<file path="config.mk">
export PLATFORM = sky130hd
export DESIGN_NAME = axis_dac_sample_pacer
export DESIGN_NICKNAME = d
export VERILOG_FILES = /design/src/rtl/axis_dac_sample_pacer.sv
export SDC_FILE = /design/constraint.sdc
export NUM_CORES = 1
export LEC_CHECK = 0
export CAP_MARGIN = 20
export CORE_ASPECT_RATIO = 1.75
export CORE_UTILIZATION = 56
export CTS_CLUSTER_DIAMETER = 60
export DETAILED_ROUTE_END_ITERATION = 6
export GPL_TIMING_DRIVEN = 0
export HOLD_SLACK_MARGIN = 0.1
export PLACE_DENSITY = 0.73
export SYNTH_ARGS = -nofsm -noshare
export SYNTH_HDL_FRONTEND = slang
export SYNTH_SLANG_ARGS = --single-unit
</file>
<file path="constraint.sdc">
create_clock -name s00_axis_aclk -period 5.4 [get_ports s00_axis_aclk]
set_clock_uncertainty 0.15 [all_clocks]
set_input_delay 0.54 -clock s00_axis_aclk [delete_from_list [all_inputs] [get_ports s00_axis_aclk]]
set_output_delay 0.54 -clock s00_axis_aclk [all_outputs]
set_load 0.02 [all_outputs]
</file>
<file path="src/rtl/axis_dac_sample_pacer.sv">
// Paces buffered 32-bit DMA words out as one 14-bit offset-binary DAC sample per rate tick.
// Optional build macro PACER_UNDERRUN_FILL_EN: a starved tick emits midscale (0x2000) instead of nothing.
module axis_dac_sample_pacer #(
  parameter int C_S00_AXIS_TDATA_WIDTH = 32,
  parameter int C_M00_AXIS_TDATA_WIDTH = 32,
  parameter int FIFO_DEPTH             = 16,
  parameter int FIFO_AW                = 4
) (
  input  logic                                  s00_axis_aclk,
  input  logic                                  s00_axis_aresetn,
  input  logic                                  enable,
  input  logic [15:0]                           rate_div,
  input  logic [FIFO_AW:0]                      prime_level,
  output logic                                  s00_axis_tready,
  input  logic [C_S00_AXIS_TDATA_WIDTH-1:0]     s00_axis_tdata,
  input  logic [(C_S00_AXIS_TDATA_WIDTH/8)-1:0] s00_axis_tstrb,
  input  logic                                  s00_axis_tlast,
  input  logic                                  s00_axis_tvalid,
  output logic                                  m00_axis_tvalid,
  output logic [C_M00_AXIS_TDATA_WIDTH-1:0]     m00_axis_tdata,
  output logic [(C_M00_AXIS_TDATA_WIDTH/8)-1:0] m00_axis_tstrb,
  output logic                                  m00_axis_tlast,
  input  logic                                  m00_axis_tready,
  output logic [15:0]                           underrun_count,
  output logic [FIFO_AW:0]                      fifo_level,
  output logic [1:0]                            state
);

  // Both AXIS ports use valid/ready: a transfer happens on a rising clock edge where
  // tvalid and tready are both high; once tvalid is raised, data/last hold until that edge.

  typedef enum logic [1:0] {
    ST_IDLE  = 2'd0,
    ST_PRIME = 2'd1,
    ST_RUN   = 2'd2,
    ST_STOP  = 2'd3
  } state_t;

  localparam int              WORD_W  = C_S00_AXIS_TDATA_WIDTH + 1;
  localparam logic [FIFO_AW:0] DEPTH_L = (FIFO_AW+1)'(FIFO_DEPTH);
  localparam logic [FIFO_AW:0] LVL_ONE = {{FIFO_AW{1'b0}}, 1'b1};
  localparam logic [FIFO_AW-1:0] PTR_ONE = {{(FIFO_AW-1){1'b0}}, 1'b1};
  localparam logic [13:0]      MIDSCALE = 14'h2000;

  state_t cur_state, nxt_state;

  logic [WORD_W-1:0]  mem [FIFO_DEPTH];
  logic [FIFO_AW-1:0] wr_ptr, rd_ptr;
  logic [FIFO_AW:0]   level, last_cnt;
  logic [FIFO_AW:0]   prime_q;
  logic [15:0]        rate_q, pace_cnt;
  logic               half_sel, pending;
  logic               out_valid, out_last;
  logic [13:0]        out_sample;

  logic               full, empty, accepting, push, pop;
  logic               out_hs, last_hs, out_free, tick, run_ok, serve, issue, starved;
  logic               prime_hit, flush;
  logic [WORD_W-1:0]  rd_word;
  logic [15:0]        sample_in;
  logic [13:0]        conv;

  logic unused_tstrb;
  assign unused_tstrb = ^s00_axis_tstrb;

  // ---------------- combinational datapath / control ----------------
  assign full      = (level == DEPTH_L);
  assign empty     = (level == '0);
  assign accepting = (cur_state == ST_PRIME) || (cur_state == ST_RUN);
  assign s00_axis_tready = !full && accepting;
  assign push      = s00_axis_tvalid && s00_axis_tready;

  assign out_hs    = out_valid && m00_axis_tready;
  assign last_hs   = out_hs && out_last;
  assign out_free  = !out_valid || m00_axis_tready;

  assign tick      = (cur_state == ST_RUN) && (pace_cnt == 16'd0);
  // An outgoing tlast handshake ends the burst, so nothing new is issued that cycle.
  assign run_ok    = (cur_state == ST_RUN) && enable && !last_hs;
  assign serve     = run_ok && (tick || pending) && out_free;
  assign issue     = serve && !empty;
  assign starved   = serve && empty;
  assign pop       = issue && half_sel;

  assign rd_word   = mem[rd_ptr];
  assign sample_in = half_sel ? rd_word[31:16] : rd_word[15:0];
  assign conv      = {~sample_in[15], sample_in[14:2]};

  assign prime_hit = (level >= prime_q) || (last_cnt != '0);
  assign flush     = (cur_state == ST_STOP) && out_free;

  // ---------------- FSM ----------------
  always_ff @(posedge s00_axis_aclk or negedge s00_axis_aresetn) begin
    if (!s00_axis_aresetn) cur_state <= ST_IDLE;
    else                   cur_state <= nxt_state;
  end

  always_comb begin
    nxt_state = cur_state;
    case (cur_state)
      ST_IDLE:  if (enable) nxt_state = ST_PRIME;
      ST_PRIME: begin
        if (!enable)        nxt_state = ST_STOP;
        else if (prime_hit) nxt_state = ST_RUN;
      end
      ST_RUN: begin
        if (!enable)      nxt_state = ST_STOP;
        else if (last_hs) nxt_state = ST_PRIME;
      end
      ST_STOP:  if (out_free) nxt_state = ST_IDLE;
      default:  nxt_state = ST_IDLE;
    endcase
  end

  assign state = cur_state;

  // ---------------- configuration latch and pacing ----------------
  always_ff @(posedge s00_axis_aclk or negedge s00_axis_aresetn) begin
    if (!s00_axis_aresetn) begin
      rate_q  <= 16'd1;
      prime_q <= LVL_ONE;
    end else if (cur_state == ST_IDLE && enable) begin
      rate_q <= (rate_div == 16'd0) ? 16'd1 : rate_div;
      if (prime_level == '0)          prime_q <= LVL_ONE;
      else if (prime_level > DEPTH_L) prime_q <= DEPTH_L;
      else                            prime_q <= prime_level;
    end
  end

  // Counter only advances while staying in RUN, so every RUN entry starts with a tick.
  always_ff @(posedge s00_axis_aclk or negedge s00_axis_aresetn) begin
    if (!s00_axis_aresetn) begin
      pace_cnt <= 16'd0;
    end else if (cur_state == ST_RUN && nxt_state == ST_RUN) begin
      pace_cnt <= (pace_cnt >= rate_q - 16'd1) ? 16'd0 : pace_cnt + 16'd1;
    end else begin
      pace_cnt <= 16'd0;
    end
  end

  // At most one stalled tick is remembered; later stalled ticks are dropped.
  always_ff @(posedge s00_axis_aclk or negedge s00_axis_aresetn) begin
    if (!s00_axis_aresetn) begin
      pending <= 1'b0;
    end else if (cur_state != ST_RUN || last_hs || serve) begin
      pending <= 1'b0;
    end else if (tick && !out_free) begin
      pending <= 1'b1;
    end
  end

  always_ff @(posedge s00_axis_aclk or negedge s00_axis_aresetn) begin
    if (!s00_axis_aresetn) begin
      underrun_count <= 16'd0;
    end else if (starved && underrun_count != 16'hFFFF) begin
      underrun_count <= underrun_count + 16'd1;
    end
  end

  // ---------------- word FIFO ----------------
  always_ff @(posedge s00_axis_aclk) begin
    if (push) mem[wr_ptr] <= {s00_axis_tlast, s00_axis_tdata};
  end

  always_ff @(posedge s00_axis_aclk or negedge s00_axis_aresetn) begin
    if (!s00_axis_aresetn) begin
      wr_ptr   <= '0;
      rd_ptr   <= '0;
      level    <= '0;
      last_cnt <= '0;
      half_sel <= 1'b0;
    end else if (flush) begin
      wr_ptr   <= '0;
      rd_ptr   <= '0;
      level    <= '0;
      last_cnt <= '0;
      half_sel <= 1'b0;
    end else begin
      if (push) wr_ptr <= wr_ptr + PTR_ONE;
      if (pop)  rd_ptr <= rd_ptr + PTR_ONE;
      case ({push, pop})
        2'b10:   level <= level + LVL_ONE;
        2'b01:   level <= level - LVL_ONE;
        default: level <= level;
      endcase
      case ({push && s00_axis_tlast, pop && rd_word[WORD_W-1]})
        2'b10:   last_cnt <= last_cnt + LVL_ONE;
        2'b01:   last_cnt <= last_cnt - LVL_ONE;
        default: last_cnt <= last_cnt;
      endcase
      if (issue) half_sel <= ~half_sel;
    end
  end

  assign fifo_level = level;

  // ---------------- output register ----------------
  always_ff @(posedge s00_axis_aclk or negedge s00_axis_aresetn) begin
    if (!s00_axis_aresetn) begin
      out_valid  <= 1'b0;
      out_sample <= 14'd0;
      out_last   <= 1'b0;
    end else if (issue) begin
      out_valid  <= 1'b1;
      out_sample <= conv;
      out_last   <= rd_word[WORD_W-1] && half_sel;
`ifdef PACER_UNDERRUN_FILL_EN
    end else if (starved) begin
      out_valid  <= 1'b1;
      out_sample <= MIDSCALE;
      out_last   <= 1'b0;
`endif
    end else if (out_hs) begin
      out_valid  <= 1'b0;
    end
  end

`ifndef PACER_UNDERRUN_FILL_EN
  logic unused_midscale;
  assign unused_midscale = ^MIDSCALE;
`endif

  assign m00_axis_tvalid = out_valid;
  assign m00_axis_tdata  = {{(C_M00_AXIS_TDATA_WIDTH-14){1'b0}}, out_sample};
  assign m00_axis_tstrb  = {(C_M00_AXIS_TDATA_WIDTH/8){out_valid}};
  assign m00_axis_tlast  = out_last;

endmodule

</file>
# After elaboration in Yosys (flattened, before gate mapping)
# Memories as Yosys holds them, arrays and structs flattened.
# Cells that the tools add are included.
# W data, S select, Z words.
[totals] regBits=91 ramBits=528 in_bits=63 out_inout_bits=62 elab_cells=113 memories=1
[op_classes] add_sub_neg=9 n_lt_le_gt_ge=3 n_eq_ne=11 n_mux=29 n_bitwise=2 n_reduce_logical=44
[memory_table] name="mem" depth=16 word_bits=33 read_ports=1 rd_ports_with_merged_regs=0 write_ports=1 line_no="47" source="logic [WORD_W-1:0] mem [FIFO_DEPTH];"
[ops] cell="$mux W16" n=4
[ops] cell="$add A16 B1 Y16 const B" n=2
[ops] cell="$logic_not A16 Y1" n=2
[ops] cell="$logic_and A1 B1 Y1" n=20
[ops] cell="$mux W5" n=4
[ops] cell="$pmux W5 S2" n=2
[ops] cell="$ge A16 B16 Y1" n=1
[ops] cell="$mux W4" n=4
[ops] cell="$ne A16 B16 Y1 const B" n=1
[ops] cell="$sub A16 B1 Y16 const B" n=1
[ops] cell="$mux W2" n=6
[ops] cell="$add A5 B1 Y5 const B" n=2
[ops] cell="$eq A2 B2 Y1 const B" n=5
[ops] cell="$logic_not A5 Y1" n=2
[ops] cell="$reduce_bool A2 Y1" n=5
[ops] cell="$sub A5 B1 Y5 const B" n=2
[ops] cell="$add A4 B1 Y4 const B" n=2
[ops] cell="$mux W1" n=8
[ops] cell="$pmux W2 S4" n=1
[ops] cell="$eq A2 B1 Y1 const B" n=3
[ops] cell="$logic_or A1 B1 Y1" n=6
[ops] cell="$reduce_bool A3 Y1" n=2
[ops] cell="$eq A5 B5 Y1 const B" n=1
[ops] cell="$ge A5 B5 Y1" n=1
[ops] cell="6 further kinds" n=11

# Logic depth before layout (Yosys ltp)
# Gate-level depths: netlist (run 1).
[depth] ltp_word=12 depth_mapped=16 mapped_depth_nobuf=15

# Worst setup path before layout (run 1)
# Ideal clock, no wire load.
[synth_timing] path_kind="register to register" start="register cur_state[0] (netlist: state[0])" end="register last_cnt[4]" setup_time_ns=0.128 arrival_ns=3.097 required_ns=5.122 setup_slack_ns=2.025 path_stages_with_launch=13 path_buffers=1 period_less_slack_ns=3.375 path_cell_list="dfrtp_1 -> inv_1 -> ha_1 -> buf_2 -> nor4b_2 -> a41oi_1 -> nor4b_4 -> nand3_2 -> xnor2_1 -> ha_1 -> o31a_1 -> o32ai_2 -> mux2_1"
[synth_via] elab_chain_cells=11 elab_cells_between_ends=22 classes_between="eq/ne (5); mux (2); reduce/logical (15)"
[synth_lines] element="start: declaration" line_no="45" source="state_t cur_state, nxt_state;"
[synth_lines] element="start signal: assignment" line_no="95" source="else cur_state <= nxt_state;"
[synth_lines] element="$eq A2 B2 Y1" line_no="69, 77, 79"
[synth_lines] element="$logic_and A1 B1 Y1 (on tied branches)" line_no="79, 77"
[synth_lines] element="$logic_and A1 B1 Y1 or $logic_or A1 B1 Y1 (tied branches)" line_no="79, 80"
[synth_lines] element="$logic_and A1 B1 Y1 (2 in series)" line_no="80" source="assign serve = run_ok && (tick || pending) && out_free;"
[synth_lines] element="$logic_and A1 B1 Y1" line_no="81" source="assign issue = serve && !empty;"
[synth_lines] element="$logic_and A1 B1 Y1" line_no="83" source="assign pop = issue && half_sel;"
[synth_lines] element="$logic_and A1 B1 Y1" line_no="186" source="case ({push && s00_axis_tlast, pop && rd_word[WORD_W-1]})"
[synth_lines] element="$eq A2 B1 Y1 or $eq A2 B2 Y1 (tied branches)" line_no="186"
[synth_lines] element="$pmux W5 S2" line_no="186"
[synth_lines] element="$mux W5" line_no="172" source="end else if (flush) begin"
[synth_lines] element="end signal: assignment" line_no="187" source="2'b10: last_cnt <= last_cnt + LVL_ONE;"
[synth_lines] element="end signal: assignment" line_no="188" source="2'b01: last_cnt <= last_cnt - LVL_ONE;"
[synth_lines] element="end signal: assignment" line_no="189" source="default: last_cnt <= last_cnt;"
[synth_lines] element="end: declaration" line_no="49" source="logic [FIFO_AW:0] level, last_cnt;"
# Parallel ways exist; a longest one is shown, timed or not.
# A chain may end at the register's enable or synchronous reset.

# Final worst setup path (run 1)
[layout_timing] start="register rate_q[3]" end="register pace_cnt[6]"
[layout_via] elab_chain_cells=4
[layout_lines] element="start: declaration" line_no="51" source="logic [15:0] rate_q, pace_cnt;"
[layout_lines] element="start signal: assignment" line_no="123" source="rate_q <= (rate_div == 16'd0) ? 16'd1 : rate_div;"
[layout_lines] element="$sub A16 B1 Y16" line_no="135" source="pace_cnt <= (pace_cnt >= rate_q - 16'd1) ? 16'd0 : pace_cnt + 16'd1;"
[layout_lines] element="$ge A16 B16 Y1" line_no="135"
[layout_lines] element="$mux W16" line_no="135"
[layout_lines] element="$mux W16" line_no="134" source="end else if (cur_state == ST_RUN && nxt_state == ST_RUN) begin"
[layout_lines] element="end signal: assignment" line_no="135"
[layout_lines] element="end: declaration" line_no="51"
# No other way between the ends.

==> qor.tcl, run 1 <==
set qor(leakage_uw) 0.00910
set qor(max_stage_delay_ps) 800
set qor(most_used_dff_post_synth) {sky130_fd_sc_hd__edfxtp_1}
set qor(post_route_cells_drive_above_1_share_pct) 21.7
set qor(row_count) 97
set qor(timing.hold.ws_ps) 263
set qor(path_delay_family) {simple AND/OR/NAND/NOR gates}
set qor(drt_drc_violations_left) 0
set qor(num-nets-final) 1520
set qor(global_route_wire_length_before_repair_um) 78500
set qor(avgViaCountPerCell) 6.07
set qor(count_leader_synth) {sky130_fd_sc_hd__edfxtp_1}
set qor(flop_and_latch_count_out_of_synthesis) 555
set qor(synth_top_cells_by_area) {sky130_fd_sc_hd__edfxtp_1, sky130_fd_sc_hd__mux4_2, sky130_fd_sc_hd__dfrtp_1}
set qor(clock_tree.root_cell) {sky130_fd_sc_hd__clkbuf_16}
set qor(antenna_left) 0
set qor(die-width_um) 155
set qor(grt_max_degree) 70
set qor(synth_sequential_area_ratio_pct) 70.5
set qor(grt_setup_unrepaired) {no}
set qor(n_fill_cell) 2705
set qor(cpMaxStageDelayCell) {sky130_fd_sc_hd__o41ai_2}
set qor(top_level_ports) 125
set qor(antenna_found_initial) 1
set qor(syn_area_per_cell_sq_um) 18.7
set qor(required_time_reported_for_the_critical_path_endpoint_ps) 5670
set qor(cts_setup_buffers) 0
set qor(post_synthesis_instance_area_sq_um) 23000
set qor(cts_max_path_buffers) 3
set qor(timing.slew.headroom_pct) 37.5
set qor(numPortBuffers) 98
set qor(period_minus_slack_ps) 4140
set qor(synth_enable_flop_cells) 464
set qor(dieHeight_um) 270
set qor(critPathBufInv) 1
set qor(critical_path.startpoint_type) {flop}
set qor(cp_data_arrival_time_ps) 4410
set qor(power_density_nw_per_um2) 399
set qor(overall_fraction_of_global_route_tracks_in_use_pct) 26.1
set qor(cap_violations) 0
set qor(start_util_pct) 57.1
set qor(final_min_period_over_clock_period_pct) 76.7
set qor(cts_max_level) 2
set qor(gp_routability_congestion) 0.823
set qor(seqCellArea_sq_um) 16200
set qor(cts-buffers-inserted) 48
set qor(distinct_cells_synth) 71
set qor(area.growth.synth_to_final_pct) 16.4
set qor(synth-warning-count) 0
set qor(power.ir.vdd_worst_mv) 0.308
set qor(path_common_cell) {sky130_fd_sc_hd__nor4_1}
set qor(slew_viols_final) 0
set qor(fp.dieArea_sq_um) 41900
set qor(tritoncts_num_sinks) 555
set qor(worst_hold_path_type) {in2async}
set qor(footprint_of_the_multi_input_gates_sq_um) 6350
set qor(cts_tree) {yes}
set qor(path_cells) {nor3_1 > nand2b_1 > nor4_1 > nand2_1 > or2_2 > nor2_1 > xnor2_1 > ha_1 > and4_1 > a211oi_1 > o41ai_2 > clkbuf_1 > nor4_1}
set qor(async_reset_ff_share_pct) 16.4
set qor(placed_cells_incl_taps) 1909
set qor(yosys-top-cells-count) {sky130_fd_sc_hd__edfxtp_1, sky130_fd_sc_hd__mux4_2, sky130_fd_sc_hd__dfrtp_1}
set qor(firstDrtPassIters) 5
set qor(globalRouteOverflowTotal) 0
set qor(core-area_sq_um) 40300
set qor(post-dp-hpwl_um) 34300
set qor(critPathCaptureType) {flop}
set qor(netlist.area_leader.share_pct) 60.6
set qor(timing.final.setup_violations) 0
set qor(drt_iter0_drc) 1099
set qor(dr_total_vias) 12100
set qor(synth_cells) 1232
set qor(fin_setup_tns_ps) 0
set qor(yosysTopAreaCell) {sky130_fd_sc_hd__edfxtp_1}
set qor(layoutNonFillerInstCount) 2000
set qor(achievable-frequency_ghz) 0.241
set qor(grt_pass1_vias) 12800
set qor(timing_worst_setup_path_type) {reg2reg}
set qor(run_status) {finished, final reports clean}
set qor(clk_latency_ps) 580
set qor(crit_path_max_fanout) 10
set qor(wire_per_inst_um) 26.3
set qor(hold_viol_final) 0
set qor(worst-slew-pin-transition_ps) 933
set qor(path_clk_slew_ps) 70
set qor(finalWirelength_um) 52500
==> repair_timing <==
action	4_1_cts	5_1_grt
resized for setup	0	0
hold endpoints to repair	43	0
hold buffers	1	0
==> path summary, 6_finish.rpt <==
check | startpoint | slack [ps] | to | cells past startpoint
worst max-delay path | rate_q[3] | 1260 | pace_cnt[6] | 13
worst min-delay path | s00_axis_aresetn | 260 | rate_q[1] | 2
worst max register to register | rate_q[3] | 1260 | pace_cnt[6] | 13
worst min register to register | prime_q[0] | 340 | prime_q[0] | 2
max in group asynchronous | s00_axis_aresetn | 4110 | prime_q[0] | 3
min in group s00_axis_aclk | prime_q[0] | 340 | prime_q[0] | 2
==> cell usage in the layout (no fill, tap or decap), drive strengths merged, types with 9 or more instances in the layout <==
cell	n
nor2	32
a22oi	13
ha	40
and3	9
clkdlybuf4s50	97
and2	18
clkinv	21
nor3	13
a21oi	15
nor4	27
nand3	17
mux2i	15
nand2	56
conb	18
mux2	18
inv	30
xor2	22
buf	66
o21ai	27
edfxtp	464
clkbuf	85
a21o	11
xnor2	35
mux4	138
dfrtp	89
==> per-stage QoR <==
step | total power (uW) | cell area, sq um | setup WS (ps) | utilization (%)
floorplan | 6420 | 23100 | 2030 | -
global placement | 7100 | 24700 | 191 | 61.3
detailed placement | 7200 | 25100 | 1300 | 62.4
CTS | 10700 | 26800 | 1270 | 66.4
global route | 11000 | 26800 | 840 | 66.4
finish | 10700 | 26800 | 1260 | 66.4
==> report_power, final <==
group / internal [uW] / total, uW / switching (uW)
clock: 2040 / 3560 / 1520
sequential: 5020 / 5260 / 240
combinational: 790 / 1860 / 1070
==> sequential cells by signal (all words and copies together) (netlist names) <==
signal           flops
fifo_level           5
m00_axis_tvalid      1
underrun_count      16
state                2
out_sample          14
half_sel             1
wr_ptr               4
last_cnt             5
mem                464
pace_cnt            16
pending              1
rate_q              16
prime_q              5
m00_axis_tlast       1
rd_ptr               4
==> cell families (layout without fill, tap and decap cells) <==
group | after synthesis | count (layout) | share of synthesized area [%]
xor gates and xnor gates | 57 | 57 | 2.17
adders and majority gates | 41 | 41 | 2.26
muxes | 171 | 171 | 15.1
other | 1 | 19 | 0.0163
DFF | 555 | 555 | 70.5
AOI/OAI and AO/OA | 97 | 97 | 2.95
and+or+nand+nor | 208 | 208 | 4.81
buffers and inverters | 102 | 308 | 2.22
==> layer usage <==
layer | global-route usage (%) | share of wire [%] | up-vias
met5 | 0 | 0 | -
met4 | 11.0 | 4.1 | 0
met3 | 3.32 | 5.2 | 119
met2 | 48.2 | 55 | 417
met1 | 30.3 | 36 | 6354
li1 | - | - | 5252
==> area by class of cell <==
class / instances / area share [%]
clock inverter: 29 / 1.21
antenna: 1 / 0.00935
buffer: 72 / 1.49
sequential: 555 / 60.6
clock buffer: 60 / 4.85
timing repair buffer: 117 / 5.15
multi-input combinational: 592 / 23.7
inverter: 30 / 0.421
tap: 544 / 2.54
(Power assumes the default switching activity.)
==> run 2, diff against run 1 <==
==> constraint.sdc (replaced) <==
create_clock -name s00_axis_aclk -period 4.05 [get_ports s00_axis_aclk]
set_clock_uncertainty 0.15 [all_clocks]
set_input_delay 0.405 -clock s00_axis_aclk [delete_from_list [all_inputs] [get_ports s00_axis_aclk]]
set_output_delay 0.405 -clock s00_axis_aclk [all_outputs]
set_load 0.02 [all_outputs]
==> run 2 against run 1 <==
  * Power is 34% higher
  * Non-clock buffer count rose by 2
  * Via count is 0.72% higher
  * Clock power up 33%
  * First-iteration DRC count is 0.55% lower
  * Count of clock-buffer cells in the layout did not move
  * Combinational power increased by 34%
  * Core utilization grew 0.14 points
  * Critical path depth stayed put
  * Global-route usage hardly changed
==> qor.tcl, run 2 (synthesized netlist as in run 1, its figures left out) <==
set qor(top_level_ports) 125 ;# unchanged
set qor(worst_r2r_endpoint) {last_cnt[4]}
set qor(register_bank_with_the_most_flops) {mem}
set qor(worst-slew-pin-transition_ps) 972 ;# +39.4 ps
set qor(period_minus_slack_ps) 3670 ;# -476 ps
set qor(path_delay_family) {compound AO/OA/AOI/OAI gates}
set qor(row_count) 97 ;# unchanged
set qor(firstDrtPassIters) 5 ;# unchanged
set qor(largest_reg_flops) 464 ;# unchanged
set qor(achievable-frequency_ghz) 0.273 ;# +13%
set qor(clock_power_share_pct) 33.3 ;# about the same
set qor(die-width_um) 155 ;# unchanged
set qor(run_status) {finished, final reports clean}
set qor(cts_tree) {yes}
set qor(cpMaxStageDelayCell) {sky130_fd_sc_hd__dfrtp_1}
set qor(grt_pass1_vias) 12800 ;# +0.086%
set qor(gp_routability_congestion) 0.823 ;# unchanged
set qor(tritoncts_num_sinks) 555 ;# unchanged
set qor(path_cells) {inv_1 > ha_1 > buf_2 > nor4b_2 > a41oi_1 > nor4b_4 > buf_4 > nand3_2 > xnor2_1 > ha_1 > o31a_1 > o32ai_2 > mux2_1}
set qor(drt_drc_violations_left) 0 ;# unchanged
set qor(cts_max_path_buffers) 3 ;# unchanged
set qor(start_util_pct) 57.1 ;# unchanged
set qor(cap_violations) 0 ;# unchanged
set qor(avgViaCountPerCell) 6.11 ;# +0.62%
set qor(ff2ff_path_depth) 13 ;# unchanged
set qor(antenna_left) 0 ;# unchanged
set qor(global_route_wire_length_before_repair_um) 78600 ;# about the same
set qor(slew_viols_final) 0 ;# unchanged
set qor(final_min_period_over_clock_period_pct) 90.5 ;# +14 points
set qor(overall_fraction_of_global_route_tracks_in_use_pct) 26.1 ;# about the same
set qor(leakage_uw) 0.00912 ;# +0.26%
set qor(timing.hold.ws_ps) 129 ;# -134 ps
set qor(crit_path_max_fanout) 9 ;# -1
set qor(seq_power_share_pct) 49.3 ;# about the same
set qor(path_clk_slew_ps) 60 ;# about the same
set qor(dr_total_vias) 12200 ;# +0.72%
set qor(post-dp-hpwl_um) 34300 ;# unchanged
set qor(required_time_reported_for_the_critical_path_endpoint_ps) 4350 ;# -1320 ps
set qor(worst_hold_path_type) {in2async}
set qor(cts-buffers-inserted) 48 ;# unchanged
set qor(num-nets-final) 1522 ;# +0.13%
set qor(core-area_sq_um) 40300 ;# unchanged
set qor(critical_path.startpoint_type) {flop}
set qor(fp.dieArea_sq_um) 41900 ;# unchanged
set qor(post_route_cells_drive_above_1_share_pct) 22.2 ;# +0.45 points
set qor(r2r_start) {state[0]}
set qor(antenna_found_initial) 1 ;# unchanged
set qor(path_common_cell) {sky130_fd_sc_hd__ha_1}
set qor(finalWirelength_um) 52700 ;# +0.29%
set qor(final_cell_mix) {sky130_fd_sc_hd__edfxtp_1, sky130_fd_sc_hd__mux4_2, sky130_fd_sc_hd__clkdlybuf4s50_1}
set qor(dieHeight_um) 270 ;# unchanged
set qor(timing.slew.headroom_pct) 34.9 ;# -2.6 points
set qor(grt_setup_unrepaired) {no}
set qor(hold_viol_final) 0 ;# unchanged
set qor(drt_iter0_drc) 1093 ;# -0.55%
set qor(timing_worst_setup_path_type) {reg2reg}
set qor(wire_per_inst_um) 26.3 ;# +0.19%
set qor(clock_tree.root_cell) {sky130_fd_sc_hd__clkbuf_16}
set qor(grt_max_degree) 70 ;# unchanged
set qor(critPathCaptureType) {flop}
set qor(fin_setup_tns_ps) 0 ;# unchanged
set qor(power_density_nw_per_um2) 532 ;# +33%
set qor(layout_commonest_cell) {sky130_fd_sc_hd__edfxtp_1}
set qor(power.ir.vdd_worst_mv) 0.409 ;# +33%
set qor(share_comb_of_total_power_pct) 17.5 ;# about the same
set qor(p_int_uw) 10500 ;# +33%
set qor(final_area_sq_um) 26800 ;# +0.22%
set qor(cts_max_level) 2 ;# unchanged
set qor(numPortBuffers) 98 ;# unchanged
set qor(cp_data_arrival_time_ps) 3960 ;# -450 ps
set qor(area.growth.synth_to_final_pct) 16.6
set qor(critPathBufInv) 3 ;# +2
set qor(power.switching_fraction_pct) 26.6 ;# +0.11 points
set qor(post_dp_cell_area_sq_um) 25100 ;# unchanged
set qor(worst-r2r-setup-slack_ps) 380 ;# -870 ps
set qor(globalRouteOverflowTotal) 0 ;# unchanged
set qor(timing.final.setup_violations) 0 ;# unchanged
set qor(power_switching_uw) 3790 ;# +34%
set qor(max_stage_delay_ps) 450 ;# -350 ps
set qor(clk_latency_ps) 580 ;# about the same
run 2: changes by cell type in the layout (fill, tap and decap cells not counted):
cell                       before  now
sky130_fd_sc_hd__buf_4         23   25
sky130_fd_sc_hd__nor4_1        27   25
sky130_fd_sc_hd__nor4_2         0    2
sky130_fd_sc_hd__buf_2         18   19
sky130_fd_sc_hd__clkbuf_1      34   33
sky130_fd_sc_hd__nor3_1        12   11
sky130_fd_sc_hd__nor3_4         0    1
sky130_fd_sc_hd__nor4b_1        2    1
sky130_fd_sc_hd__nor4b_2        1    2
sky130_fd_sc_hd__o41ai_2        1    0
sky130_fd_sc_hd__o41ai_4        0    1
run 2: how the worst max path moves through the flow:
| stage | from | cells after the start | end | slack (ps) |
|---|---|---|---|---|
| floorplan | state[0] | 12 | last_cnt[4] | 680 |
| detailed placement | rate_q[3] | 13 | pace_cnt[6] | -50 |
| global placement | s00_axis_aresetn | 1 | wr_ptr[1] | -1020 |
| CTS | state[0] | 12 | last_cnt[4] | 100 |
| finish | state[0] | 13 | last_cnt[4] | 380 |
| global route | rate_q[3] | 15 | pace_cnt[10] | 40 |
run 2: what timing repair did:
action	in CTS	in global routing
pin swaps	0	1
hold endpoints to repair	90	0
setup buffers	0	2
resized for setup	2	7
hold buffers	1	0
setup endpoints to repair	11	12
run 2: per-layer routing:
layer	up-vias	track usage [%]	routed length (um)
met5	-	0	0
met4	0	10.9	2100
met3	115	3.32	2870
met2	459	48.3	29100
met1	6396	30.3	18600
li1	5260	-	-
run 2: area by class of cell:
type	instances	area, sq um
Sequential cell	555	16200
Fill cell	2704	13500
Multi-Input combinational cell	592	6390
Timing Repair Buffer	119	1390
Clock buffer	60	1300
Tap cell	544	681
Buffer	72	399
Clock inverter	29	324
Inverter	30	113
Antenna cell	1	2.50
run 2: through the flow:
stage	utilization (%)	cells	setup slack, ps	total power (uW)
finish	66.6	2002	384	14300
global route	66.6	2002	37.5	14800
CTS	66.4	1999	98.6	14300
detailed placement	62.4	1909	-53.1	9610
global placement	61.3	1891	-1020	9460
floorplan	-	1249	675	8570
run 2: power groups by stage:
stage / Clock [uW] / Sequential, uW / Combinational (uW)
2_1_floorplan: 0 / 7130 / 1430
3_3_place_gp: 0 / 7110 / 2350
3_5_place_dp: 0 / 7130 / 2480
4_1_cts: 4800 / 7010 / 2510
5_1_grt: 4980 / 7070 / 2700
6_report: 4750 / 7030 / 2490
